--- config.mk ---
export PLATFORM = sky130hd
export DESIGN_NAME = z_read_scheduler
export DESIGN_NICKNAME = d
export VERILOG_FILES = /design/src/rtl/z_read_scheduler_pkg.sv /design/src/rtl/z_read_scheduler.sv
export SDC_FILE = /design/constraint.sdc
export NUM_CORES = 1
export LEC_CHECK = 0
export BUFFER_PORTS_ARGS = -buffer_cell sky130_fd_sc_hd__buf_2
export CORE_ASPECT_RATIO = 1.4
export CORE_MARGIN = 10
export CORE_UTILIZATION = 30
export CTS_CLUSTER_SIZE = 40
export DETAILED_ROUTE_END_ITERATION = 10
export PLACE_DENSITY_LB_ADDON = 0.25
export SLEW_MARGIN = 40
export SYNTH_ARGS = -nofsm -noshare
export SYNTH_HDL_FRONTEND = slang
export SYNTH_SLANG_ARGS = --single-unit
--- constraint.sdc ---
create_clock -name clock -period 5.37 [get_ports clock]
set_input_delay 0 -clock clock [delete_from_list [all_inputs] [get_ports clock]]
set_output_delay 0 -clock clock [all_outputs]
set_load 0.02 [all_outputs]
--- src/rtl/z_read_scheduler_pkg.sv ---
// z_read_scheduler_pkg: span field widths, span record and scheduler FSM encoding
package z_read_scheduler_pkg;

    localparam int ADDR_W = 29;
    localparam int PIX_W  = 64;
    localparam int MASK_W = 2;

    typedef enum logic [1:0] {
        ZRS_RUN    = 2'd0,
        ZRS_DRAIN  = 2'd1,
        ZRS_SWITCH = 2'd2
    } zrs_state_e;

    typedef struct packed {
        logic [ADDR_W-1:0] color_address;
        logic [PIX_W-1:0]  color;
        logic [ADDR_W-1:0] z_address;
        logic [PIX_W-1:0]  z;
        logic [MASK_W-1:0] pixel_active;
    } span_t;

endpackage

--- src/rtl/z_read_scheduler.sv ---
// z_read_scheduler: one-slot span holder issuing Z reads and FIFO enqueues,
// with credit throttling and a drain-then-switch sequence on Z-mode changes.
module z_read_scheduler
    import z_read_scheduler_pkg::*;
#(
    parameter int FIFO_DEPTH      = 32,
    parameter int FIFO_DEPTH_LOG2 = 5,
    parameter int SLACK           = 4,
    parameter int DRAIN_CYCLES    = 4
) (
    input  logic                       clock,
    input  logic                       reset_n,
    input  logic                       z_request,
    output logic                       z_active,
    output logic                       busy,
    input  logic                       in_valid,
    output logic                       in_ready,
    input  logic [ADDR_W-1:0]          in_color_address,
    input  logic [PIX_W-1:0]           in_color,
    input  logic [ADDR_W-1:0]          in_z_address,
    input  logic [PIX_W-1:0]           in_z,
    input  logic [MASK_W-1:0]          in_pixel_active,
    output logic [ADDR_W-1:0]          read_address,
    output logic                       read_read,
    input  logic                       read_waitrequest,
    input  logic [FIFO_DEPTH_LOG2-1:0] fifo_size,
    output logic                       enqueue,
    output logic [ADDR_W-1:0]          color_address,
    output logic [PIX_W-1:0]           color,
    output logic [ADDR_W-1:0]          z_address,
    output logic [PIX_W-1:0]           z,
    output logic [MASK_W-1:0]          pixel_active
);

    localparam int CNT_W = $clog2(DRAIN_CYCLES + 1);
    localparam logic [CNT_W-1:0] DRAIN_LOAD = CNT_W'(DRAIN_CYCLES);
    localparam logic [FIFO_DEPTH_LOG2:0] CREDIT_LIMIT = (FIFO_DEPTH_LOG2 + 1)'(FIFO_DEPTH - SLACK);

    zrs_state_e       state_q, state_d;
    span_t            slot_q, slot_d;
    logic             slot_valid_q, slot_valid_d;
    logic             z_active_q, z_active_d;
    logic [CNT_W-1:0] cnt_q, cnt_d;

    logic fifo_empty, credit_ok, mode_match, slot_fire, accept;

    assign fifo_empty = fifo_size == '0;
    assign credit_ok  = {1'b0, fifo_size} < CREDIT_LIMIT;
    assign mode_match = z_request == z_active_q;
    assign slot_fire  = slot_valid_q && (!z_active_q || !read_waitrequest);
    assign accept     = in_valid && in_ready;

    always_ff @(posedge clock or negedge reset_n) begin
        if (!reset_n) begin
            state_q      <= ZRS_RUN;
            slot_q       <= '0;
            slot_valid_q <= 1'b0;
            z_active_q   <= 1'b0;
            cnt_q        <= '0;
        end else begin
            state_q      <= state_d;
            slot_q       <= slot_d;
            slot_valid_q <= slot_valid_d;
            z_active_q   <= z_active_d;
            cnt_q        <= cnt_d;
        end
    end

    // Leaving RUN waits for the slot so a held span still issues in the old mode.
    always_comb begin
        state_d = state_q;
        case (state_q)
            ZRS_RUN:    if (!mode_match && !slot_valid_q) state_d = ZRS_DRAIN;
            ZRS_DRAIN:  if (fifo_empty && cnt_q <= CNT_W'(1)) state_d = ZRS_SWITCH;
            ZRS_SWITCH: state_d = ZRS_RUN;
            default:    state_d = ZRS_RUN;
        endcase
    end

    always_comb begin
        in_ready  = state_q == ZRS_RUN && mode_match && credit_ok && (!slot_valid_q || slot_fire);
        busy      = !(state_q == ZRS_RUN && !slot_valid_q && fifo_empty);
        read_read = slot_valid_q && z_active_q;
        enqueue   = slot_fire;
    end

    // Spans with no live pixel are consumed without touching the slot.
    always_comb begin
        slot_valid_d = slot_fire ? 1'b0 : slot_valid_q;
        slot_d       = slot_q;
        if (accept && in_pixel_active != '0) begin
            slot_valid_d = 1'b1;
            slot_d       = {in_color_address, in_color, in_z_address, in_z, in_pixel_active};
        end
        cnt_d      = state_q == ZRS_DRAIN ? (fifo_empty ? cnt_q - CNT_W'(cnt_q != '0) : DRAIN_LOAD)
                                          : (state_d == ZRS_DRAIN ? DRAIN_LOAD : '0);
        z_active_d = state_q == ZRS_SWITCH ? z_request : z_active_q;
    end

    assign z_active      = z_active_q;
    assign read_address  = slot_q.z_address;
    assign color_address = slot_q.color_address;
    assign color         = slot_q.color;
    assign z_address     = slot_q.z_address;
    assign z             = slot_q.z;
    assign pixel_active  = slot_q.pixel_active;

endmodule

==> results of run 1 <==
-- worst max path at each step --
stage                                    start                      endpoint  slack, ns  cells past startpoint
after detailed placement  z_active$_DFFE_PN0N_         color[45]$_DFFE_PN0P_       2.62                      5
after CTS                 z_active$_DFFE_PN0N_         color[45]$_DFFE_PN0P_       2.61                      5
final                     z_active$_DFFE_PN0N_         color[45]$_DFFE_PN0P_       2.65                      5
after global routing      z_active$_DFFE_PN0N_  color_address[3]$_DFFE_PN0P_       2.47                      5
after floorplan           z_active$_DFFE_PN0N_         color[27]$_DFFE_PN0P_       3.39                      5
after global placement    state_q[1]$_DFF_PN0_  color_address[0]$_DFFE_PN0P_       2.63                      5
-- Yosys cell counts (2+ instances only) --
master    instances  area [um2]
xor2_1            2        17.5
nor2_1            3        11.3
mux2_1          100        1130
nand2b_1          2        12.5
nor3_1            3        15.0
dfrtp_1         195        4880
mux2_2           89        1000
inv_1             2        7.51
buf_2             7        35.0
o21ai_0           3        15.0
buf_4            42         315
ha_1              2        25.0
nand2_1           2        7.51
or3_1             2        12.5
-- final cells by class --
type                            instances  area (um2)
Clock buffer                           20         457
Clock inverter                         11         149
Fill cell                            2166       12400
Inverter                                2        7.51
Multi-Input combinational cell        219        2330
Sequential cell                       195        4880
Tap cell                              315         394
Timing Repair Buffer                  617        4100
-- layer usage --
layer  vias up  global-route usage (%)
met4         0                    4.40
met5         -                       0
li1       2779                       -
met1      2844                    15.1
met2       250                    27.1
met3        18                    7.06
-- state kept, by name (all words and copies together) (netlist names) --
register and count:
color_address 29, read_address 29, z_active 1, slot_valid_q 1
state_q 2, cnt_q 3, z 64, pixel_active 2
color 64
-- per-stage QoR --
step / util [%] / hold slack, ns
3_5_place_dp: 39.5 / 0.0159
3_3_place_gp: 39.5 / 0.171
6_report: 49.8 / 0.107
5_1_grt: 49.8 / 0.141
2_1_floorplan: - / -0.296
4_1_cts: 49.8 / 0.0801
-- report_power, final --
| group | internal, mW | total [mW] | switching [mW] |
|---|---|---|---|
| clock network | 0.760 | 1.32 | 0.563 |
| logic | 1.19 | 3.03 | 1.83 |
| registers | 2.20 | 2.56 | 0.367 |
| total | 4.15 | 6.91 | 2.76 |
-- kinds of logic after synthesis --
group,count (synthesis),synth area share (%)
DFF,195,64.5
muxes,189,28.1
buffers and inverters,51,4.73
and+or+nand+nor,18,1.27
AOI/OAI and AO/OA,8,0.876
xor gates and xnor gates,2,0.231
adders and majority gates,2,0.330
-- critical path, cell delays in order (launching register included) --
cell,delay (ns)
dfrtp_1,0.45
or2_1,0.30
a211oi_4,0.30
buf_4,0.52
buf_4,0.58
mux2_2,0.40
-- repair_timing --
| item | in CTS | in global routing |
|---|---|---|
| hold endpoints to repair | 296 | 0 |
| resized for setup | 0 | 0 |
| hold buffers | 193 | 0 |
| buffers inserted | 0 | 0 |
==> results.tsv, run 1 <==
stage	metric	value	unit
cts	h-tree-depth	4	
timing	final_hold_viol_count	0	
layout	layout-drive-gt1-share	51.3	%
cts	cts.sinks	195	
worst_setup_path	rr_endpoint	color[45]$_DFFE_PN0P_	
timing	clock_skew	0.00945	ns
synthesis	synth.avg_cell_area	16.3	um2
job	cap_violations	0	
worst_setup_path	reg2reg_from	z_active$_DFFE_PN0N_	
worst_setup_path	r2r_cells	5	
cts	root_buffer	clkbuf_16	
grt	grt_max_degree	104	
routing	vias	5891	
timing	layout_setup_ws	2.65	ns
cts	clock_path_buffers	2	
placed_design	io_buffer_count	419	
floorplan	core	24800	um2
floorplan	initial_core_util	30.6	%
floorplan	die_height	208	um
placed_design	place_area	9790	um2
placed_design	dp_hpwl	17900	um
power_and_ir_drop	finalPower	6.91	mW
floorplan	die_w	154	um
synthesis	ys_seq_area_share	64.5	%
synthesis	synth_fp_nets	665	
timing	fin_crit	2.72	ns
power_and_ir_drop	power_density	561	nW/um2
layout	layout_commonest_cell	buf_2	
synthesis	yosys_warnings	0	
placed_design	pre_cts_slack	2.62	ns
cts	clk_latency	0.43	ns
timing	fin_setup_tns	0	ns
layout	layout.cells.non_filler	1379	
timing	drv_slew	0	
timing	setup_viol	0	
routing	wl_per_cell	17.8	um
routing	ant_nets	0	
layout	final_cell_mix	418 x buf_2, 195 x dfrtp_1, 193 x dlygate4sd3_1	
timing	tightest_slew	0.616	ns
routing	drt-met1-wl	8730	um
layout	area_growth	62.8	%
timing	relSlewSlack	59.0	%
timing	rsz0062_at_grt	false	
power_and_ir_drop	p_leak	6.35	nW
synthesis	async_reset_ff_share	100	%
layout	final_area	12300	um2
routing	via_per_inst	4.27	
placed_design	gp_congestion	0.737	
routing	wl	24600	um
layout	diodes	0	
synthesis	synth_cells	465	
cts	clk_pin_slew	0.07	ns
placed_design	dp_cells	1155	
synthesis	syn-cell-area	7570	um2
synthesis	ys.flop_type	dfrtp_1	
grt	antenna_found_initial	0	
worst_setup_path	crit_path_start_kind	flip-flop	
synthesis	synth-edff-count	0	
worst_setup_path	critPathRequiredTime	5.68	ns
routing	drt_iter0_markers	180	
layout	final_net_count	1252	
worst_setup_path	critPathArrivalTime	3.03	ns
timing	fmax	367	MHz
worst_setup_path	r2r_setup_slack	2.65	ns
outcome	status	finished clean	
synthesis	ys_ff_latch	195	
routing	highest_layer	met4	
timing	period_share	50.7	%
grt	grt_pass1_wl	38600	um
worst_setup_path	path_class	flip-flop to flip-flop	
worst_setup_path	cp-end-kind	flip-flop	
routing	wl_met3	2500	um
power_and_ir_drop	ir_drop	293	uV
min_path	hold_path.class	input port to async pin	
worst_setup_path	crit_fanout	44	
floorplan	dieArea	32100	um2
grt	overflow	0	
routing	dr.pass1.iters	4	
cts	cts_buffers	17	
grt	grt_usage	15.1	%
cts	cts_tree	done	
synthesis	synthDistinctLibCells	25	
floorplan	io_pins	420	
floorplan	core.rowCount	68	
routing	dr_wl_met2	13000	um
grt	grt_pass1_vias	6711	
routing	drc_errors	0	
(Power assumes the default switching activity.)
==> run 2: changes to the inputs <==
clock period = 2.6 ns   (was 5.37 ns; I/O delays follow)
==> results.tsv, run 2 (same netlist as run 1, synthesis figures left out) <==
stage	metric	value	unit
worst_setup_path	crit_path_start_kind	flip-flop	
routing	drc_errors	0	
grt	grt_pass1_vias	6848	
worst_setup_path	worstPathCellList	or2_1, a211oi_4, buf_12, mux2_1	
routing	wl_per_cell	18.1	um
worst_setup_path	worst-path-stages	4	
layout	diodes	0	
grt	grt_usage	15.2	%
timing	fin_crit	2.15	ns
floorplan	die_w	154	um
worst_setup_path	cp-end-kind	flip-flop	
routing	drt_iter0_markers	124	
timing	relSlewSlack	60.4	%
grt	grt_max_degree	94	
cts	clk_latency	0.43	ns
layout	layout-drive-gt1-share	51.4	%
cts	clk_pin_slew	0.07	ns
power_and_ir_drop	internal_power	8.33	mW
layout	final_cell_mix	418 x buf_2, 195 x dfrtp_1, 193 x dlygate4sd3_1	
floorplan	core.rowCount	68	
routing	wl	25000	um
floorplan	dieArea	32100	um2
layout	fin_util	49.8	%
timing	clock_skew	0.0106	ns
layout	layout_commonest_cell	buf_2	
routing	ant_nets	0	
floorplan	initial_core_util	30.6	%
grt	overflow	0	
placed_design	pre_cts_slack	0.470	ns
cts	root_buffer	clkbuf_16	
layout	area_growth	62.8	%
timing	tightest_slew	0.594	ns
routing	dr.pass1.iters	4	
timing	worst_hold_slack	0.0830	ns
timing	drv_slew	0	
placed_design	gp_congestion	0.759	
worst_setup_path	path_delay_family	flip-flops	
timing	fmax	466	MHz
grt	grt_pass1_wl	38900	um
floorplan	die_height	208	um
worst_setup_path	critPathRequiredTime	2.91	ns
layout	final_net_count	1255	
worst_setup_path	crit_fanout	93	
worst_setup_path	critical_path.max_stage_delay	0.46	ns
power_and_ir_drop	clockPowerShare	17.6	%
timing	setup_viol	0	
timing	fin_setup_tns	0	ns
routing	vias	6022	
min_path	hold-path-cell-count	5	
power_and_ir_drop	p_sw	5.72	mW
floorplan	core	24800	um2
cts	cts.sinks	195	
cts	clock_path_buffers	2	
power_and_ir_drop	p_leak	6.33	nW
cts	cts_buffers	17	
grt	antenna_found_initial	0	
timing	rsz0062_at_grt	false	
worst_setup_path	path_class	flip-flop to flip-flop	
job	cap_violations	0	
power_and_ir_drop	power_density	1140	nW/um2
routing	via_per_inst	4.36	
min_path	hold_path.class	input port to flip-flop	
power_and_ir_drop	finalPower	14.1	mW
cts	cts_setup_buffers	0	
worst_setup_path	r2r_cells	4	
power_and_ir_drop	combPwrFrac	44.5	%
cts	h-tree-depth	4	
timing	layout_setup_ws	0.454	ns
outcome	status	finished clean	
power_and_ir_drop	p_seq_share	37.9	%
worst_setup_path	critPathArrivalTime	2.46	ns
timing	final_hold_viol_count	0	
cts	cts_tree	done	
power_and_ir_drop	netSwitchingFraction	40.7	%
placed_design	io_buffer_count	419	
worst_setup_path	cpMaxStageDelayCell	dfrtp_1	
floorplan	io_pins	420	
power_and_ir_drop	ir_drop	673	uV
timing	period_share	82.6	%
worst_setup_path	path_buf_inv	1	
placed_design	dp_hpwl	18100	um
## run 2: cell count changes in the layout (fill, tap and decap cells not counted), sizes merged
| cell | previous run | this run |
|---|---|---|
| clkbuf | 21 | 23 |
| buf | 423 | 426 |
| clkinvlp | 0 | 3 |
| bufinv | 3 | 0 |
| inv | 5 | 2 |
## run 2: worst paths after layout
| path | start | end | slack (ns) |
|---|---|---|---|
| hold / removal | fifo_size[0] | cnt_q[2]$_DFF_PN0_ | 0.08 |
| setup reg to reg | z_active$_DFFE_PN0N_ | read_address[23]$_DFFE_PN0P_ | 0.45 |
| max in group asynchronous | reset_n | color[46]$_DFFE_PN0P_ | 1.68 |
| min in group asynchronous | reset_n | z[9]$_DFFE_PN0P_ | 0.15 |
| setup / recovery | z_active$_DFFE_PN0N_ | read_address[23]$_DFFE_PN0P_ | 0.45 |
| hold reg to reg | z[58]$_DFFE_PN0P_ | z[58]$_DFFE_PN0P_ | 0.48 |
## run 2: metrics by stage
stage	cells	area (um2)
final	1381	12300
after floorplan	465	7570
after detailed placement	1158	9860
after global routing	1381	12300
after CTS	1381	12300
after global placement	1158	9860
## run 2: timing repair
action                     CTS  global route
gates resized for setup      0             0
hold buffers               193             0
setup endpoints to repair    0             0
hold endpoints to repair   263             0
## run 2: layout make-up
type	instances	area, um2
Tap cell	315	394
Clock inverter	8	55.1
Sequential cell	195	4880
Multi-Input combinational cell	219	2330
Clock buffer	22	484
Timing Repair Buffer	620	4170
Inverter	2	7.51
Fill cell	2144	12400
## run 2: worst register-to-register path, stage by stage (launching register included)
cell and delay [ns]:
dfrtp_1 0.46, or2_1 0.30, a211oi_4 0.35, buf_12 0.43, mux2_1 0.49
## run 2: power groups by stage
stage                     combinational (mW)  clock (mW)  sequential, mW
after global placement                  6.06           0            5.31
after CTS                               6.36        2.56            5.33
final                                   6.26        2.47            5.32
after detailed placement                6.12           0            5.37
after floorplan                         1.99           0            7.19
after global routing                    6.66        2.65            5.54
## run 2: metal layers
layer / GRT usage [%] / share of wire (%) / up-vias
li1: - / - / 2781
met1: 15.2 / 36 / 2940
met2: 27.4 / 53 / 275
met3: 6.38 / 9.3 / 26
met4: 5.67 / 2.0 / 0
met5: 0 / 0 / -
